[src/rtl/control_sequencer_pkg.sv]
// Shared encodings for the hardwired control sequencer: state codes, opcodes, ALU op codes
// and the per-opcode final T-step.
package control_sequencer_pkg;

   typedef enum logic [3:0] {
      ST_RESET  = 4'd0,
      ST_T0     = 4'd1,
      ST_T1     = 4'd2,
      ST_T2     = 4'd3,
      ST_T3     = 4'd4,
      ST_T4     = 4'd5,
      ST_T5     = 4'd6,
      ST_T6     = 4'd7,
      ST_T7     = 4'd8,
      ST_HALTED = 4'd9
   } state_t;

   localparam logic [4:0] OP_LD   = 5'b00000;
   localparam logic [4:0] OP_LDI  = 5'b00001;
   localparam logic [4:0] OP_ST   = 5'b00010;
   localparam logic [4:0] OP_ADD  = 5'b00011;
   localparam logic [4:0] OP_SUB  = 5'b00100;
   localparam logic [4:0] OP_AND  = 5'b00101;
   localparam logic [4:0] OP_OR   = 5'b00110;
   localparam logic [4:0] OP_ADDI = 5'b01100;
   localparam logic [4:0] OP_BR   = 5'b10010;
   localparam logic [4:0] OP_JR   = 5'b10100;
   localparam logic [4:0] OP_NOP  = 5'b11010;
   localparam logic [4:0] OP_HALT = 5'b11011;

   localparam logic [4:0] ALU_NONE = 5'b00000;
   localparam logic [4:0] ALU_ADD  = 5'b00011;

   // Index of the last T-step of an instruction; unknown opcodes end after fetch like nop.
   function automatic logic [2:0] last_step(input logic [4:0] op);
      logic [2:0] step;
      case (op)
         OP_LD, OP_ST:                                     step = 3'd7;
         OP_LDI, OP_ADD, OP_SUB, OP_AND, OP_OR, OP_ADDI:   step = 3'd5;
         OP_BR:                                            step = 3'd6;
         OP_JR:                                            step = 3'd3;
         default:                                          step = 3'd2;
      endcase
      return step;
   endfunction

endpackage

[src/rtl/control_sequencer.sv]
// Hardwired control unit: steps fetch T0-T2 then an opcode-specific execute sequence,
// decoding every DataPath strobe and the ALU op from the current state.
module control_sequencer
   import control_sequencer_pkg::*;
#(
   parameter int OPW = 5,
   parameter int IRW = 32
) (
   input  logic           clock,
   input  logic           clear,
   input  logic [IRW-1:0] ir,
   input  logic           con_ff,
   input  logic           stop,
   output logic           run,
   output logic           gra,
   output logic           grb,
   output logic           grc,
   output logic           rin,
   output logic           rout,
   output logic           BAout,
   output logic           PCout,
   output logic           PCin,
   output logic           IncPC,
   output logic           MARin,
   output logic           MDRin,
   output logic           MDRout,
   output logic           Read,
   output logic           Write,
   output logic           IRin,
   output logic           RYin,
   output logic           RZin,
   output logic           RZLOout,
   output logic           Cout,
   output logic           CONin,
   output logic [OPW-1:0] ops
);

   state_t         state;
   state_t         next_state;
   logic [OPW-1:0] ir_op;
   logic [OPW-1:0] opcode_q;
   logic [OPW-1:0] cur_op;
   logic [3:0]     step_full;
   logic [2:0]     step;
   logic           unused_ir_bits;

   assign ir_op          = ir[IRW-1 -: OPW];
   assign unused_ir_bits = ^ir[IRW-OPW-1:0];
   assign step_full      = state - ST_T0;
   assign step           = step_full[2:0];

   // IR is loaded at the end of T2, so the T2 exit decision looks at ir directly and
   // the opcode is captured on that same edge for the execute steps.
   always_comb begin
      cur_op     = (state == ST_T2) ? ir_op : opcode_q;
      next_state = ST_RESET;
      case (state)
         ST_RESET:  next_state = ST_T0;
         ST_HALTED: next_state = ST_HALTED;
         ST_T0, ST_T1, ST_T2, ST_T3, ST_T4, ST_T5, ST_T6, ST_T7: begin
            if (state == ST_T2 && ir_op == OP_HALT)
               next_state = ST_HALTED;
            else if (step == last_step(cur_op))
               next_state = stop ? ST_HALTED : ST_T0;
            else
               next_state = state_t'(state + 4'd1);
         end
         default:   next_state = ST_RESET;
      endcase
   end

   always_ff @(posedge clock or posedge clear) begin
      if (clear) begin
         state    <= ST_RESET;
         opcode_q <= '0;
      end else begin
         state <= next_state;
         if (state == ST_T2)
            opcode_q <= ir_op;
      end
   end

   // Moore decode: one case over the state, execute steps further split by opcode.
   always_comb begin
      run     = 1'b0;
      gra     = 1'b0;
      grb     = 1'b0;
      grc     = 1'b0;
      rin     = 1'b0;
      rout    = 1'b0;
      BAout   = 1'b0;
      PCout   = 1'b0;
      PCin    = 1'b0;
      IncPC   = 1'b0;
      MARin   = 1'b0;
      MDRin   = 1'b0;
      MDRout  = 1'b0;
      Read    = 1'b0;
      Write   = 1'b0;
      IRin    = 1'b0;
      RYin    = 1'b0;
      RZin    = 1'b0;
      RZLOout = 1'b0;
      Cout    = 1'b0;
      CONin   = 1'b0;
      ops     = ALU_NONE;
      case (state)
         ST_T0: begin
            run = 1'b1; PCout = 1'b1; MARin = 1'b1; IncPC = 1'b1; RZin = 1'b1;
         end
         ST_T1: begin
            run = 1'b1; RZLOout = 1'b1; PCin = 1'b1; Read = 1'b1; MDRin = 1'b1;
         end
         ST_T2: begin
            run = 1'b1; MDRout = 1'b1; IRin = 1'b1;
         end
         ST_T3, ST_T4, ST_T5, ST_T6, ST_T7: begin
            run = 1'b1;
            case (opcode_q)
               OP_LD, OP_LDI, OP_ST: begin
                  case (state)
                     ST_T3: begin grb = 1'b1; BAout = 1'b1; RYin = 1'b1; end
                     ST_T4: begin Cout = 1'b1; RZin = 1'b1; ops = ALU_ADD; end
                     ST_T5: begin
                        RZLOout = 1'b1;
                        if (opcode_q == OP_LDI) begin
                           gra = 1'b1; rin = 1'b1;
                        end else begin
                           MARin = 1'b1;
                        end
                     end
                     ST_T6: begin
                        MDRin = 1'b1;
                        if (opcode_q == OP_ST) begin
                           gra = 1'b1; rout = 1'b1;
                        end else begin
                           Read = 1'b1;
                        end
                     end
                     ST_T7: begin
                        if (opcode_q == OP_ST) begin
                           Write = 1'b1;
                        end else begin
                           MDRout = 1'b1; gra = 1'b1; rin = 1'b1;
                        end
                     end
                     default: ;
                  endcase
               end
               OP_ADD, OP_SUB, OP_AND, OP_OR, OP_ADDI: begin
                  case (state)
                     ST_T3: begin grb = 1'b1; rout = 1'b1; RYin = 1'b1; end
                     ST_T4: begin
                        RZin = 1'b1;
                        if (opcode_q == OP_ADDI) begin
                           Cout = 1'b1; ops = ALU_ADD;
                        end else begin
                           grc = 1'b1; rout = 1'b1; ops = opcode_q;
                        end
                     end
                     ST_T5: begin RZLOout = 1'b1; gra = 1'b1; rin = 1'b1; end
                     default: ;
                  endcase
               end
               OP_BR: begin
                  case (state)
                     ST_T3: begin gra = 1'b1; rout = 1'b1; CONin = 1'b1; end
                     ST_T4: begin PCout = 1'b1; RYin = 1'b1; end
                     ST_T5: begin Cout = 1'b1; RZin = 1'b1; ops = ALU_ADD; end
                     ST_T6: begin RZLOout = con_ff; PCin = con_ff; end
                     default: ;
                  endcase
               end
               OP_JR: begin
                  if (state == ST_T3) begin
                     gra = 1'b1; rout = 1'b1; PCin = 1'b1;
                  end
               end
               default: ;
            endcase
         end
         default: ;
      endcase
   end

endmodule

[config.mk]
export PLATFORM = sky130hd
export DESIGN_NAME = control_sequencer
export DESIGN_NICKNAME = d
export VERILOG_FILES = /design/src/rtl/control_sequencer_pkg.sv /design/src/rtl/control_sequencer.sv
export SDC_FILE = /design/constraint.sdc
export NUM_CORES = 1
export LEC_CHECK = 0
export ABC_AREA = 1
export BUFFER_PORTS_ARGS = -buffer_cell sky130_fd_sc_hd__buf_4
export CAP_MARGIN = 15
export CORE_MARGIN = 4
export CORE_UTILIZATION = 40
export CTS_CLUSTER_SIZE = 30
export DETAILED_ROUTE_END_ITERATION = 8
export GPL_TIMING_DRIVEN = 0
export PLACE_DENSITY = 0.83
export SYNTH_ARGS = -nofsm -noshare
export SYNTH_HDL_FRONTEND = slang
export SYNTH_SLANG_ARGS = --single-unit
[constraint.sdc]
create_clock -name clock -period 2.35 [get_ports clock]
set_input_delay 0.1175 -clock clock [delete_from_list [all_inputs] [get_ports clock]]
set_output_delay 0.1175 -clock clock [all_outputs]
set_load 0.02 [all_outputs]
==> metrics <==
antenna cell count 0; global routing usage summed across all routing layers 16.83%; total die area 0.003761 mm²; TritonCTS clock tree built; fraction of layout cells with a size suffix above 1 30.94%; busiest layer in global routing met2; kind of start point of the critical path register; post-route fraction of the period consumed by the critical path 92.88%; count of final hold-check violations 0; CTS sink cnt 9; clock tree root buffer cell clkbuf_4; pre-CTS worst setup slack 200.5 ps; total design power 0.3136 mW; category of the worst setup path capture point register; critical path arrival 2340 ps; boundary pin count 62; total area of multi-input combinational cells 713.2 µm²; Core Rows 19; highest attainable clock frequency 458.1 MHz; die extent in y 61.33 µm; class of the most critical hold timing path in -> reg; met3 track demand over resource in global routing 1.258%; cells on worst reg2reg path 18; number of flip-flops and latches in the synthesized netlist 9; wire length after detailed routing 2848 µm; proportion of synthesized chip area in sequential cells 19.80%; placeable core region 0.002734 mm²; met2 usage 26.28%; flip-flop and latch area 225.2 µm²; routed length per placed instance 11.21 µm; DR vias 1211; Mean Syn Cell Area 6.181 µm²; Pleak 0.8674 nW; DRT antenna net count 0; TritonRoute pass-1 iters 4; worst-path fanout max 9; required time worst endpoint 2510 ps; initial core utilization 41.60%; HP Start stop; Cell Chain, Critical Path ha_1 -> buf_2 -> nand2_4 -> nand2_2 -> nand2_4 -> nand3_2 -> nand2_2 -> nand2_2 -> nand2_2 -> nand2_1 -> nand2_1 -> nand2_1 -> nor2_2 -> nand2_2 -> nand2_1 -> nand3_1 -> nand2_1 -> nand2_1; overflow left after global routing 0; Syn Std Cell Area 0.001137 mm²; Critical Path Max Stage Delay 430 ps; CTS H-Tree Depth 1; fraction of the core area covered by cells at the end of the flow 53.91%; sink of the worst hold path state[3]; Port-buffer cells 32; min setup slack post-route 167.2 ps; width of the die 61.33 µm; Max IR drop VDD 0.2538 mV; detailed-route vias per instance 4.768; Pwr per Cell Area 212.8 mW/mm²; setup repair after global routing missed its margin no; maximum number of pins on one net before global-route repair 10; terminus of the critical flop-to-flop path state[3]; worst reg-to-reg setup slack 170 ps; reg-to-reg startpoint state[0]; Total Nets Final 264; Slowest-stage cell, CP dfrtp_1; area growth from synthesis to layout 29.59%; distinct cell type count after synthesis 31; outcome finished clean; clock latency at the later pin of the worst-skew pair 270 ps; cts bufs inserted 3; category of the most critical setup path reg -> reg; family with the most delay on the worst path simple AND/OR/NAND/NOR gates; Max Clock Skew 3.471 ps; Worst Hold Depth 5; max-slew violation count 0; sum of buffers and inverters on the critical path 1; time the worst path needs with I/O delays and setup 2183 ps; most numerous cell on the critical path nand2_1; DRC violation count after routing 0; endpoints failing setup 0; Synth warnings 0; via count of the first global-routing pass 1141; DP Wirelength 2330 µm; First DRT Iteration DRCs 71; antenna violations before repair 0; Filler cells 275; gp weighted congestion 0.9855; # Max-Cap Violations 0; total negative slack for setup checks 0 ps; first-pass GRT wire length 4788 µm; GR met1 Demand/Resource 22.80%; clock transition at the register clock pins on the worst setup and hold paths after CTS 60 ps; Cells after Synth 184; clk buf depth 2
-- synth_stat cells --
cell type | n | area, µm²
nand3_1 | 14 | 70.07
inv_2 | 3 | 11.26
o21ai_1 | 2 | 10.01
nor2_8 | 1 | 20.02
nor3_1 | 3 | 15.01
buf_2 | 1 | 5.000
xor2_1 | 1 | 8.760
nand2_2 | 8 | 50.05
ha_1 | 4 | 50.05
nand4_1 | 3 | 18.77
o31ai_1 | 1 | 7.510
a21oi_2 | 1 | 8.760
buf_6 | 1 | 11.26
nor2_1 | 28 | 105.1
nor3b_2 | 1 | 12.51
conb_1 | 1 | 3.750
xor2_2 | 1 | 16.27
inv_1 | 44 | 165.2
dfrtp_1 | 9 | 225.2
nand3_2 | 3 | 30.03
clkinv_2 | 1 | 5.000
xnor2_1 | 2 | 17.52
nor2_2 | 2 | 12.51
o21ai_0 | 11 | 55.05
nand2_4 | 4 | 45.04
buf_4 | 2 | 15.01
o2111ai_1 | 2 | 17.52
nand2_1 | 26 | 97.59
a21oi_1 | 2 | 10.01
o21ai_2 | 1 | 8.760
a41oi_1 | 1 | 8.760
-- per-stage QoR --
stage | instances | hold slack [ps] | instance area, µm²
after floorplan | 185 | -54.58 | 1141
after global routing | 254 | 218.4 | 1474
final | 254 | 207.9 | 1474
after global placement | 248 | 108.5 | 1420
after detailed placement | 248 | 109.2 | 1420
after CTS | 253 | 199.0 | 1456
-- area by class of cell --
class / count / share of cell area, %
Multi-Input combinational cell: 124 / 48.39
Timing Repair Buffer: 34 / 17.49
Sequential cell: 9 / 15.28
Inverter: 48 / 12.31
Tap cell: 31 / 2.632
Buffer: 4 / 2.122
Clock buffer: 4 / 1.783
-- worst reg2reg max path, stage by stage, from the launching register on --
cell	delay, ps
dfrtp_1	430
ha_1	210
buf_2	180
nand2_4	150
nand2_2	80
nand2_4	80
nand3_2	100
nand2_2	70
nand2_2	60
nand2_2	80
nand2_1	50
nand2_1	50
nand2_1	70
nor2_2	130
nand2_2	90
nand2_1	60
nand3_1	60
nand2_1	60
nand2_1	50
-- per-layer routing --
metal / share of wire, % / wire [µm]
met1: 45 / 1288
met2: 45 / 1269
met3: 7.8 / 222
met4: 2.3 / 66
met5: 0 / 0
-- what timing repair did --
action,CTS,global route
endpoints found under the hold margin,9,0
setup buffers,0,1
endpoints found under the setup margin,0,5
hold buffers,1,0
gates resized for setup,0,3
-- kinds of logic after synthesis --
logic type	count (synthesis)	synth area share [%]
AOI/OAI and AO/OA	21	11.11
xor gates and xnor gates	4	3.741
adders and majority gates	4	4.401
buffers and inverters	52	18.70
DFF	9	19.80
other	1	0.3297
and+or+nand+nor	93	41.91
-- report_power, final --
group          switching (mW)  internal (mW)
combinational          0.0183         0.0164
sequential            0.00167          0.156
clock                  0.0559         0.0655
-- cell usage in the layout (no fill, tap or decap), drive strengths merged --
cell,Yosys,layout
a41oi,1,1
nand3,17,17
nand4,3,3
inv,47,47
dlygate4sd3,0,1
a21oi,3,3
o31ai,1,1
o21ai,14,14
nor2,31,31
xnor2,2,2
ha,4,4
o2111ai,2,2
nand2,38,38
xor2,2,2
nor3b,1,1
conb,1,2
clkbuf,0,4
nor3,3,3
dfrtp,9,9
clkinv,1,1
buf,4,37
-- registers in the layout (all words and copies together) (netlist names) --
name,cells
opcode_q,5
state,4
-- worst max path at each step --
stage / start / endpoint / slack, ps / depth (start not counted)
finish: state[0] / state[3] / 170 / 18
global route: state[0] / gra / 2 / 9
CTS: state[0] / gra / 150 / 11
detailed placement: state[0] / state[3] / 200 / 18
global placement: state[0] / state[3] / 250 / 18
floorplan: state[0] / state[3] / 420 / 18
Note: power is estimated with default switching activity, not from simulation.
